--- config.mk ---
export PLATFORM = sky130hd
export DESIGN_NAME = cache_sync_ctrl
export DESIGN_NICKNAME = d
export VERILOG_FILES = /design/src/rtl/cache_sync_ctrl_pkg.sv /design/src/rtl/cache_sync_ctrl.sv
export SDC_FILE = /design/constraint.sdc
export NUM_CORES = 1
export LEC_CHECK = 0
export BUFFER_PORTS_ARGS = -buffer_cell sky130_fd_sc_hd__buf_4
export CORE_MARGIN = 2
export CORE_UTILIZATION = 25
export DETAILED_ROUTE_END_ITERATION = 7
export MAX_ROUTING_LAYER = met4
export PLACE_DENSITY = 0.56
export SLEW_MARGIN = 40
export SYNTH_ARGS = -nofsm -noshare
export SYNTH_HDL_FRONTEND = slang
export SYNTH_SLANG_ARGS = --single-unit
--- constraint.sdc ---
create_clock -name sys_clk -period 3.95 [get_ports sys_clk]
set_clock_uncertainty 0.15 [all_clocks]
set_input_delay 0.5925 -clock sys_clk [delete_from_list [all_inputs] [get_ports sys_clk]]
set_output_delay 0.5925 -clock sys_clk [all_outputs]
set_load 0.005 [all_outputs]
--- src/rtl/cache_sync_ctrl_pkg.sv ---
// Shared definitions for the cache maintenance sequencer:
// FSM state encodings and the index-width helper.
package cache_sync_ctrl_pkg;

  localparam int STATE_W = 3;

  localparam logic [STATE_W-1:0] S_IDLE     = 3'd0;
  localparam logic [STATE_W-1:0] S_DC_PROBE = 3'd1;
  localparam logic [STATE_W-1:0] S_DC_CHECK = 3'd2;
  localparam logic [STATE_W-1:0] S_DC_WB    = 3'd3;
  localparam logic [STATE_W-1:0] S_DC_INV   = 3'd4;
  localparam logic [STATE_W-1:0] S_IC_INV   = 3'd5;
  localparam logic [STATE_W-1:0] S_DONE     = 3'd6;

  // Index width needed to address the larger of the two caches.
  function automatic int idx_w_f(input int d_lines,
                                 input int i_lines);
    int m;
    m = (d_lines > i_lines) ? d_lines : i_lines;
    return $clog2(m);
  endfunction

endpackage

--- src/rtl/cache_sync_ctrl.sv ---
// Sequencer for sync-icache / sync-dcache: walks the dcache
// writing back dirty lines, then optionally sweeps the icache.
module cache_sync_ctrl
  import cache_sync_ctrl_pkg::*;
#(
  parameter int DCACHE_LINES = 64,
  parameter int ICACHE_LINES = 64,
  parameter int IDX_W        = 6
) (
  input  logic             sys_clk,
  input  logic             rst_n,
  input  logic             id_valid_i,
  input  logic             sync_icache_i,
  input  logic             sync_dcache_i,
  output logic             stall_o,
  output logic             busy_o,
  output logic             done_o,
  output logic [IDX_W-1:0] dc_idx_o,
  output logic             dc_probe_o,
  input  logic             dc_valid_i,
  input  logic             dc_dirty_i,
  output logic             dc_wb_req_o,
  input  logic             dc_wb_ack_i,
  output logic             dc_inv_o,
  output logic [IDX_W-1:0] ic_idx_o,
  output logic             ic_inv_o
);

  localparam logic [IDX_W-1:0] DC_LAST =
    IDX_W'(DCACHE_LINES - 1);
  localparam logic [IDX_W-1:0] IC_LAST =
    IDX_W'(ICACHE_LINES - 1);

  logic [STATE_W-1:0] state_q, state_d;
  logic [IDX_W-1:0]   idx_q, idx_d;
  logic               do_dinv_q, do_dinv_d;
  logic               do_iinv_q, do_iinv_d;
  logic               start;
  logic               adv;

  assign start = id_valid_i
               & (sync_icache_i | sync_dcache_i);

  // Next-state, index and mode-flag logic; adv folds the
  // zero-cycle DC_NEXT step into whichever state finishes a line.
  always_comb begin
    state_d   = state_q;
    idx_d     = idx_q;
    do_dinv_d = do_dinv_q;
    do_iinv_d = do_iinv_q;
    adv       = 1'b0;
    unique case (state_q)
      S_IDLE: begin
        if (start) begin
          do_dinv_d = sync_dcache_i;
          do_iinv_d = sync_icache_i;
          idx_d     = '0;
          state_d   = S_DC_PROBE;
        end
      end
      S_DC_PROBE: state_d = S_DC_CHECK;
      S_DC_CHECK: begin
        if (dc_valid_i && dc_dirty_i) begin
          state_d = S_DC_WB;
        end else if (dc_valid_i && do_dinv_q) begin
          state_d = S_DC_INV;
        end else begin
          adv = 1'b1;
        end
      end
      S_DC_WB: begin
        if (dc_wb_ack_i) begin
          if (do_dinv_q) state_d = S_DC_INV;
          else           adv     = 1'b1;
        end
      end
      S_DC_INV: adv = 1'b1;
      S_IC_INV: begin
        if (idx_q == IC_LAST) begin
          idx_d   = '0;
          state_d = S_DONE;
        end else begin
          idx_d = idx_q + 1'b1;
        end
      end
      S_DONE: begin
        do_dinv_d = 1'b0;
        do_iinv_d = 1'b0;
        state_d   = S_IDLE;
      end
      default: begin
        idx_d     = '0;
        do_dinv_d = 1'b0;
        do_iinv_d = 1'b0;
        state_d   = S_IDLE;
      end
    endcase
    if (adv) begin
      if (idx_q == DC_LAST) begin
        idx_d   = '0;
        state_d = do_iinv_q ? S_IC_INV : S_DONE;
      end else begin
        idx_d   = idx_q + 1'b1;
        state_d = S_DC_PROBE;
      end
    end
  end

  // State, index and mode flags; reset abandons any walk.
  always_ff @(posedge sys_clk or negedge rst_n) begin
    if (!rst_n) begin
      state_q   <= S_IDLE;
      idx_q     <= '0;
      do_dinv_q <= 1'b0;
      do_iinv_q <= 1'b0;
    end else begin
      state_q   <= state_d;
      idx_q     <= idx_d;
      do_dinv_q <= do_dinv_d;
      do_iinv_q <= do_iinv_d;
    end
  end

  // Moore strobes; indices are forced to zero unless a strobe
  // is qualifying them, and stall covers the decode cycle.
  always_comb begin
    dc_probe_o  = (state_q == S_DC_PROBE);
    dc_wb_req_o = (state_q == S_DC_WB);
    dc_inv_o    = (state_q == S_DC_INV);
    ic_inv_o    = (state_q == S_IC_INV);
    done_o      = (state_q == S_DONE);
    busy_o      = (state_q != S_IDLE)
                & (state_q != S_DONE);
    stall_o     = ((state_q == S_IDLE) & start) | busy_o;
    dc_idx_o    = '0;
    ic_idx_o    = '0;
    if (dc_probe_o || dc_wb_req_o || dc_inv_o) dc_idx_o = idx_q;
    if (ic_inv_o) ic_idx_o = idx_q;
  end

endmodule

# Yosys cells after proc, flatten, opt, wreduce, memory -nomap -nowiden
# Index checks and enable logic that the tools add are counted.
[word_totals]
ff_bits = 11
output_inout_bits = 19
elab_cells = 63
[classes]
n_addsub = 1
eq_ne = 16
mux = 25
n_bitwise = 6
reduce_logical = 11
[op_table]
columns = ["cell", "n"]
rows = [
  ["$mux W6", 5],
  ["$mux W3", 8],
  ["$pmux W3 S6", 1],
  ["$pmux W6 S3", 1],
  ["$reduce_or A5 Y1", 2],
  ["$eq A3 B3 Y1 const B", 3],
  ["$ne A3 B1 Y1 const B", 3],
  ["$add A6 B1 Y6 const B", 1],
  ["$eq A3 B2 Y1 const B", 2],
  ["$eq A6 B6 Y1 const B", 1],
  ["$mux W1", 6],
  ["$ne A3 B3 Y1 const B", 2],
  ["$reduce_and A6 Y1", 1],
  ["$ne A2 B1 Y1 const B", 2],
  ["$ne A4 B4 Y1 const B", 1],
  ["$pmux W1 S2", 2],
  ["$reduce_and A2 Y1", 2],
  ["$and A1 B1 Y1", 3],
  ["$eq A3 B1 Y1 const B", 1],
  ["$logic_not A3 Y1", 1],
  ["$pmux W1 S3", 1],
  ["$reduce_bool A3 Y1", 1],
  ["$logic_and A1 B1 Y1", 2],
  ["$logic_or A1 B1 Y1", 2],
  ["other kinds (4)", 5],
]

# Longest topological paths before layout
# Gate-level depths: netlist of run 1.
[depth]
depth_word = 6
depth_mapped = 6
ltp_nobuf = 6

# Worst setup path after synthesis of run 1
# Ideal clock, no wire load.
[synth_path]
path_type = "register to output"
start = "reg state_q[2]"
end = "out dc_idx_o[0]"
arrival_time_ps = 1112
required_time_ps = 3207
path_slack_ps = 2095
stages_incl_launch_ff = 5
n_path_buf = 1
path_cell_list = "dfrtp_1 > buf_2 > inv_1 > a21oi_1 > nor2b_1"
[synth_via]
elab_chain_cells = 4
[synth_lines]
columns = ["element", "line", "source"]
rows = [
  ["start: declaration", "cache_sync_ctrl.sv:34", "logic [STATE_W-1:0] state_q, state_d;"],
  ["start signal: assignment", "cache_sync_ctrl.sv:117", "state_q <= state_d;"],
  ["$eq A3 B1 Y1 or $eq A3 B2 Y1 (tied branches)", "cache_sync_ctrl.sv:127, cache_sync_ctrl.sv:128", ""],
  ["$logic_or A1 B1 Y1", "cache_sync_ctrl.sv:137", "if (dc_probe_o || dc_wb_req_o || dc_inv_o) dc_idx_o = idx_q;"],
  ["$logic_or A1 B1 Y1 (*)", "cache_sync_ctrl.sv:137", ""],
  ["$mux W6 (*)", "cache_sync_ctrl.sv:137", ""],
  ["end: declaration", "cache_sync_ctrl.sv:18", "output logic [IDX_W-1:0] dc_idx_o,"],
]
# Every way passes the cells marked *; elsewhere a longest branch is shown, timed or not.

# Final worst setup path of run 1
[layout_path]
start = "reg state_q[1]"
end = "out dc_idx_o[3]"
# The elaborated chain is that of the path after synthesis.

==> results of run 1 <==
-- final timing paths --
check | end | slack, ps
min | idx_q[5]$_DFFE_PN0P_ | 0.7
max in group asynchronous | idx_q[2]$_DFFE_PN0P_ | 3500
min reg2reg | idx_q[0]$_DFFE_PN0P_ | 410
max reg2reg | state_q[0]$_DFFE_PN0P_ | 1980
min in group sys_clk | idx_q[0]$_DFFE_PN0P_ | 410
max | dc_idx_o[3] | 1270
-- synthesized netlist by cell type --
library cell and n:
ha_1 1, o21ai_1 4, inv_1 4, o2bb2ai_1 2, o32a_1 1, a22o_1 1
nor3_2 3, a21oi_1 8, a21boi_1 1, nor2b_1 7, nand2b_4 1, a31oi_1 4
nor3_1 3, and3_1 4, a22oi_1 2, buf_4 2, a211o_1 1, dfrtp_1 11
nand3_1 3, o21ai_0 4, or2_1 1, nand2b_1 3, nand3b_1 3, nand2_1 7
nor3b_1 1, and2_1 7, o32ai_2 1, o311ai_1 2, nor2_1 7, o21a_1 1
or3_1 2, buf_2 1, clkbuf_1 2, nor2_2 1
-- power by group through the flow --
stage	Sequential (mW)	Combinational, mW	Clock (mW)
floorplan	0.175	0.290	0
global route	0.249	0.383	0.0811
CTS	0.234	0.341	0.0782
finish	0.236	0.336	0.0738
global placement	0.237	0.336	0
detailed placement	0.237	0.339	0
-- registers in the layout, summed over array words and instances (netlist names) --
signal / cells
state_q: 3
do_dinv_q: 1
do_iinv_q: 1
idx_q: 6
-- through the flow --
stage	setup WS [ps]	total power [mW]	area [um^2]	util, %
after global placement	1630	0.573	1080	32.7
after detailed placement	1530	0.576	1080	32.7
after global routing	1040	0.713	1110	33.5
after CTS	1240	0.653	1110	33.5
final	1270	0.646	1110	33.5
after floorplan	2100	0.465	857	-
-- routing by layer --
layer | share of wire [%] | vias up | wire [um]
met3 | 5.5 | 2 | 125
li1 | - | 430 | -
met2 | 45 | 30 | 1030
met5 | 0 | - | 0
met1 | 49 | 399 | 1100
met4 | 0.79 | 0 | 18
-- logic make-up after synthesis --
group                    share of synthesized area, %
adder cells (fa/ha/maj)                          1.46
AND/OR/NAND/NOR                                  36.5
flip-flops                                       32.1
buffers and inverters                            4.96
AO/OA/AOI/OAI                                    25.0
-- layout make-up --
cell class	count	area (um^2)
clock buffer	4	26.3
sequential	11	275
tap	46	57.6
inverter	4	15.0
fill	376	2200
multi-input combinational	86	539
timing repair buffer	26	195
-- worst max-delay path: stages, from the launching register on --
cell      delay, ps
dfrtp_1         690
nand2b_1        220
nor2_2           70
a21oi_1         430
nor2b_1         110
buf_4           160
==> impl_metrics.yaml, run 1 <==
floorplan:
  initial_utilization_pct: 25.9
  ioPinCount: 27
  die-width_um: 62.6
  die_area_um2: 3910
  die_h_um: 62.6
  coreArea_um2: 3310
  rows: 21
power:
  powerDensity_nw_per_um2: 582
  combPwrFrac_pct: 52.0
  peakVddDrop_mv: 0.210
  swShare_pct: 45.3
  switchingPower_mw: 0.293
  clkPwrFrac_pct: 11.4
  power_leakage_nw: 0.486
  internal_power_mw: 0.353
  p_seq_share_pct: 36.6
global_routing:
  grt_pass1_vias: 865
  grt_max_degree: 22
  antenna_found_initial: 0
  grt_overflow: 0
  grt-busiest-layer: "met2"
  met2_usage_pct: 20.7
  grt_usage_pct: 12.9
  grt_pass1_wl_mm: 4.01
  grtUsageMet3_pct: 2.34
  grt.met1_usage_pct: 16.2
timing:
  period_share_pct: 67.8
  maxSlewHeadroom_pct: 62.0
  report.final.setup_viol: 0
  fmax_mhz: 374
  hold_ws_ps: 0.746
  worstMarginPinSlew_ps: 570
  period_needed_ps: 2680
  rsz0062_at_grt: "false"
  finalMaxSlewViolations: 0
  finalSetupTns_ps: 0
  finalHoldViolations: 0
yosys:
  syn_area_per_cell_um2: 8.09
  ys_types: 34
  netlist_area_um2: 857
  syn-instance-count: 106
  synth-seq-cells: 11
  syn-num-nets: 115
  synth_top_area_cell: "dfrtp_1"
  synth-warning-count: 0
  synth-seq-area-share_pct: 32.1
  synthTopCellsByArea: "dfrtp_1 (32%), and2_1 (5.1%), nor2b_1 (5.1%)"
  yosys.area.top_type_share_pct: 32.1
setup_path:
  cp-startpoint: "state_q[1]$_DFFE_PN0P_"
  cp_data_required_time_ps: 3210
  rr_worst_depth: 5
  cp.arrival_ps: 1930
  end_kind: "output port"
  path_class: "reg2out"
  worstPathMaxFanout: 17
  r2r-start: "state_q[2]$_DFFE_PN0P_"
  cp-start-kind: "flop"
cells_and_area:
  diodes: 0
  syn_to_final_growth_pct: 29.3
  mostFrequentLayoutCells: "buf_4 (26), dfrtp_1 (11), a21oi_1 (8)"
  stdcell_count: 177
  final_common_cell: "buf_4"
  drive_gt1_share_pct: 26.7
  fin_nets: 141
clock_network:
  clock_sinks: 11
  htreeDepth: 1
  root_buffer: "clkbuf_4"
  path_clk_slew_ps: 70
  cts.hold.buffers_added: 0
  cts_tree: "built"
  cts_resized: 0
  cts_buffers: 3
  clock_latency_ps: 260
  post-cts-setup-buffers: 0
  clockBufferDepth: 2
placed_design:
  port_buffers: 26
  dp.cells: 173
  routabilityCongestion: 0.799
  place_hpwl_mm: 1.76
drt:
  drtPass1Iterations: 4
  drt_iter0_markers: 32
  wirelength_mm: 2.27
  via_per_inst: 4.86
  vias: 861
  drc_errors: 0
  wl_per_cell_um: 12.8
  ant_nets: 0
min_path:
  hold_path.class: "in2async"
job:
  cap_violations: 0
run_status:
  status: "complete, no violations"
(Power assumes the default switching activity.)
==> run 2: changes to the inputs <==
--- a/config.mk
+++ b/config.mk
@@ -5,6 +5,7 @@
 export SDC_FILE = /design/constraint.sdc
 export NUM_CORES = 1
 export LEC_CHECK = 0
+export ABC_AREA = 1
 export BUFFER_PORTS_ARGS = -buffer_cell sky130_fd_sc_hd__buf_4
 export CORE_MARGIN = 2
 export CORE_UTILIZATION = 25
==> constraint.sdc (replaced) <==
create_clock -name sys_clk -period 2.7 [get_ports sys_clk]
set_clock_uncertainty 0.15 [all_clocks]
set_input_delay 0.405 -clock sys_clk [delete_from_list [all_inputs] [get_ports sys_clk]]
set_output_delay 0.405 -clock sys_clk [all_outputs]
set_load 0.005 [all_outputs]
==> run 2 against run 1 <==
Flip-flop and latch count unchanged. Count of clock-buffer cells in the layout unchanged. First-iteration DRC count decreased by 31%. Global-route usage fell by 0.19 points. Critical path type unchanged. Core utilization up 0.49 points. Highest routed layer unchanged.
==> impl_metrics.yaml, run 2 <==
floorplan:
  ioPinCount: 27
  die-width_um: 62.8
  die_area_um2: 3940
  coreArea_um2: 3340
  die_h_um: 62.8
  rows: 21
  initial_utilization_pct: 25.9
yosys:
  synth_common_cells: "nand2_1 (37), nor2_1 (25), inv_1 (20)"
  syn_area_per_cell_um2: 6.35
  synth_top_area_cell: "dfrtp_1"
  synthTopCellsByArea: "dfrtp_1 (32%), nand2_1 (16%), nor2_1 (11%)"
  synth_edf_count: 0
  netlist_area_um2: 863
  synthFlopType: "dfrtp_1"
  synth-seq-area-share_pct: 31.9
  synth-seq-cells: 11
  ys_types: 21
  yosys.area.top_type_share_pct: 31.9
  syn-instance-count: 136
  async_reset_ff_share_pct: 100
  yosysMostFrequentCell: "nand2_1"
  syn-num-nets: 145
  synth-warning-count: 0
clock_network:
  clock_latency_ps: 270
  path_clk_slew_ps: 60
  clock_sinks: 11
  cts_tree: "built"
  cts_buffers: 3
  htreeDepth: 1
  clockBufferDepth: 2
  root_buffer: "clkbuf_4"
setup_path:
  cp.arrival_ps: 1740
  end_kind: "output port"
  cp_data_required_time_ps: 2140
  path_class: "reg2out"
  cp-start-kind: "flop"
  worstPathMaxFanout: 8
drt:
  ant_nets: 0
  drtPass1Iterations: 4
  vias: 908
  drc_errors: 0
  wirelength_mm: 2.24
  via_per_inst: 4.30
  wl_per_cell_um: 10.6
  drt_iter0_markers: 22
power:
  power_leakage_nw: 0.616
  combPwrFrac_pct: 58.4
  p_seq_share_pct: 30.9
  p_total_mw: 1.06
  internal_power_mw: 0.538
  swShare_pct: 49.1
  clkPwrFrac_pct: 10.7
  powerDensity_nw_per_um2: 933
  switchingPower_mw: 0.519
  peakVddDrop_mv: 0.466
cells_and_area:
  nFillCells: 377
  largest_reg_flops: 6
  largest_register: "idx_q"
  fin_nets: 175
  final_common_cell: "nand2_1"
  diodes: 0
  mostFrequentLayoutCells: "nand2_1 (37), buf_4 (26), nor2_1 (25)"
  largest_registers: "idx_q (6), state_q (3)"
  syn_to_final_growth_pct: 31.3
  drive_gt1_share_pct: 23.0
min_path:
  hold_path.class: "in2reg"
global_routing:
  grtUsageMet3_pct: 3.60
  grt_pass1_wl_mm: 3.88
  met2_usage_pct: 20.8
  grt_pass1_vias: 902
  grt_usage_pct: 12.7
  antenna_found_initial: 0
  grt.met1_usage_pct: 15.8
  grt-busiest-layer: "met2"
  grt_overflow: 0
  grt_max_degree: 12
placed_design:
  port_buffers: 26
  place_hpwl_mm: 1.82
  routabilityCongestion: 0.865
timing:
  period_needed_ps: 2290
  period_share_pct: 84.9
  fmax_mhz: 436
  report.final.setup_viol: 0
  rsz0062_at_grt: "false"
  worstMarginPinSlew_ps: 558
  maxSlewHeadroom_pct: 62.8
  finalSetupTns_ps: 0
  finalHoldViolations: 0
  finalMaxSlewViolations: 0
run_status:
  status: "complete, no violations"
job:
  cap_violations: 0
-- run 2: what timing repair did --
item | 4_1_cts | 5_1_grt
resized for setup | 0 | 0
hold buffers | 1 | 0
buffers inserted | 0 | 0
hold endpoints to repair | 11 | 0
-- run 2: through the flow --
stage / instance area, um^2 / setup slack [ps] / util, % / std cells / hold slack [ps]
2_1_floorplan: 863 / 1080 / - / 136 / -40.6
3_3_place_gp: 1100 / 708 / 32.9 / 206 / 105
3_5_place_dp: 1100 / 676 / 32.9 / 206 / 106
4_1_cts: 1130 / 382 / 34.0 / 211 / 226
5_1_grt: 1130 / 228 / 34.0 / 211 / 253
6_report: 1130 / 406 / 34.0 / 211 / 232
-- run 2: per-layer routing --
| metal | wire, um | vias to the layer above |
|---|---|---|
| met1 | 1080 | 406 |
| met5 | 0 | - |
| met3 | 105 | 2 |
| li1 | - | 481 |
| met2 | 1050 | 19 |
| met4 | 8 | 0 |
-- run 2: critical path: stages (launching register included) --
cell     delay [ps]
dfrtp_1         520
nand2_1         190
inv_1            80
a21oi_1         450
nor2_1           90
buf_4           150
-- run 2: cell type report --
class	count	area, um^2	area share (%)
timing repair buffer	27	205	18.1
clock buffer	4	26.3	2.32
sequential	11	275	24.3
tap	46	57.6	5.08
inverter	21	78.8	6.95
multi-input combinational	102	490	43.3
-- run 2: logic make-up after synthesis --
family	after synthesis	synth area share [%]
AND/OR/NAND/NOR	80	41.6
buffers and inverters	23	11.3
AO/OA/AOI/OAI	19	11.7
flip-flops	11	31.9
XOR/XNOR	2	2.03
adder cells (fa/ha/maj)	1	1.45
-- run 2: path summary, 6_finish.rpt --
check	cells past startpoint	slack, ps	startpoint	to
max	5	410	state_q[2]$_DFFE_PN0P_	dc_idx_o[3]
min	3	230	sync_dcache_i	do_dinv_q$_DFFE_PN0P_
max reg2reg	7	920	state_q[2]$_DFFE_PN0P_	idx_q[2]$_DFFE_PN0P_
min reg2reg	2	410	do_iinv_q$_DFFE_PN0P_	do_iinv_q$_DFFE_PN0P_
max in group asynchronous	2	1880	rst_n	state_q[1]$_DFFE_PN0P_
min in group asynchronous	2	350	rst_n	idx_q[5]$_DFFE_PN0P_
-- run 2: power by group through the flow --
stage	Clock [mW]	Sequential, mW	Combinational, mW
6_report	0.113	0.327	0.618
5_1_grt	0.130	0.339	0.696
4_1_cts	0.120	0.326	0.624
3_5_place_dp	0	0.332	0.617
3_3_place_gp	0	0.329	0.612
2_1_floorplan	0	0.283	0.464
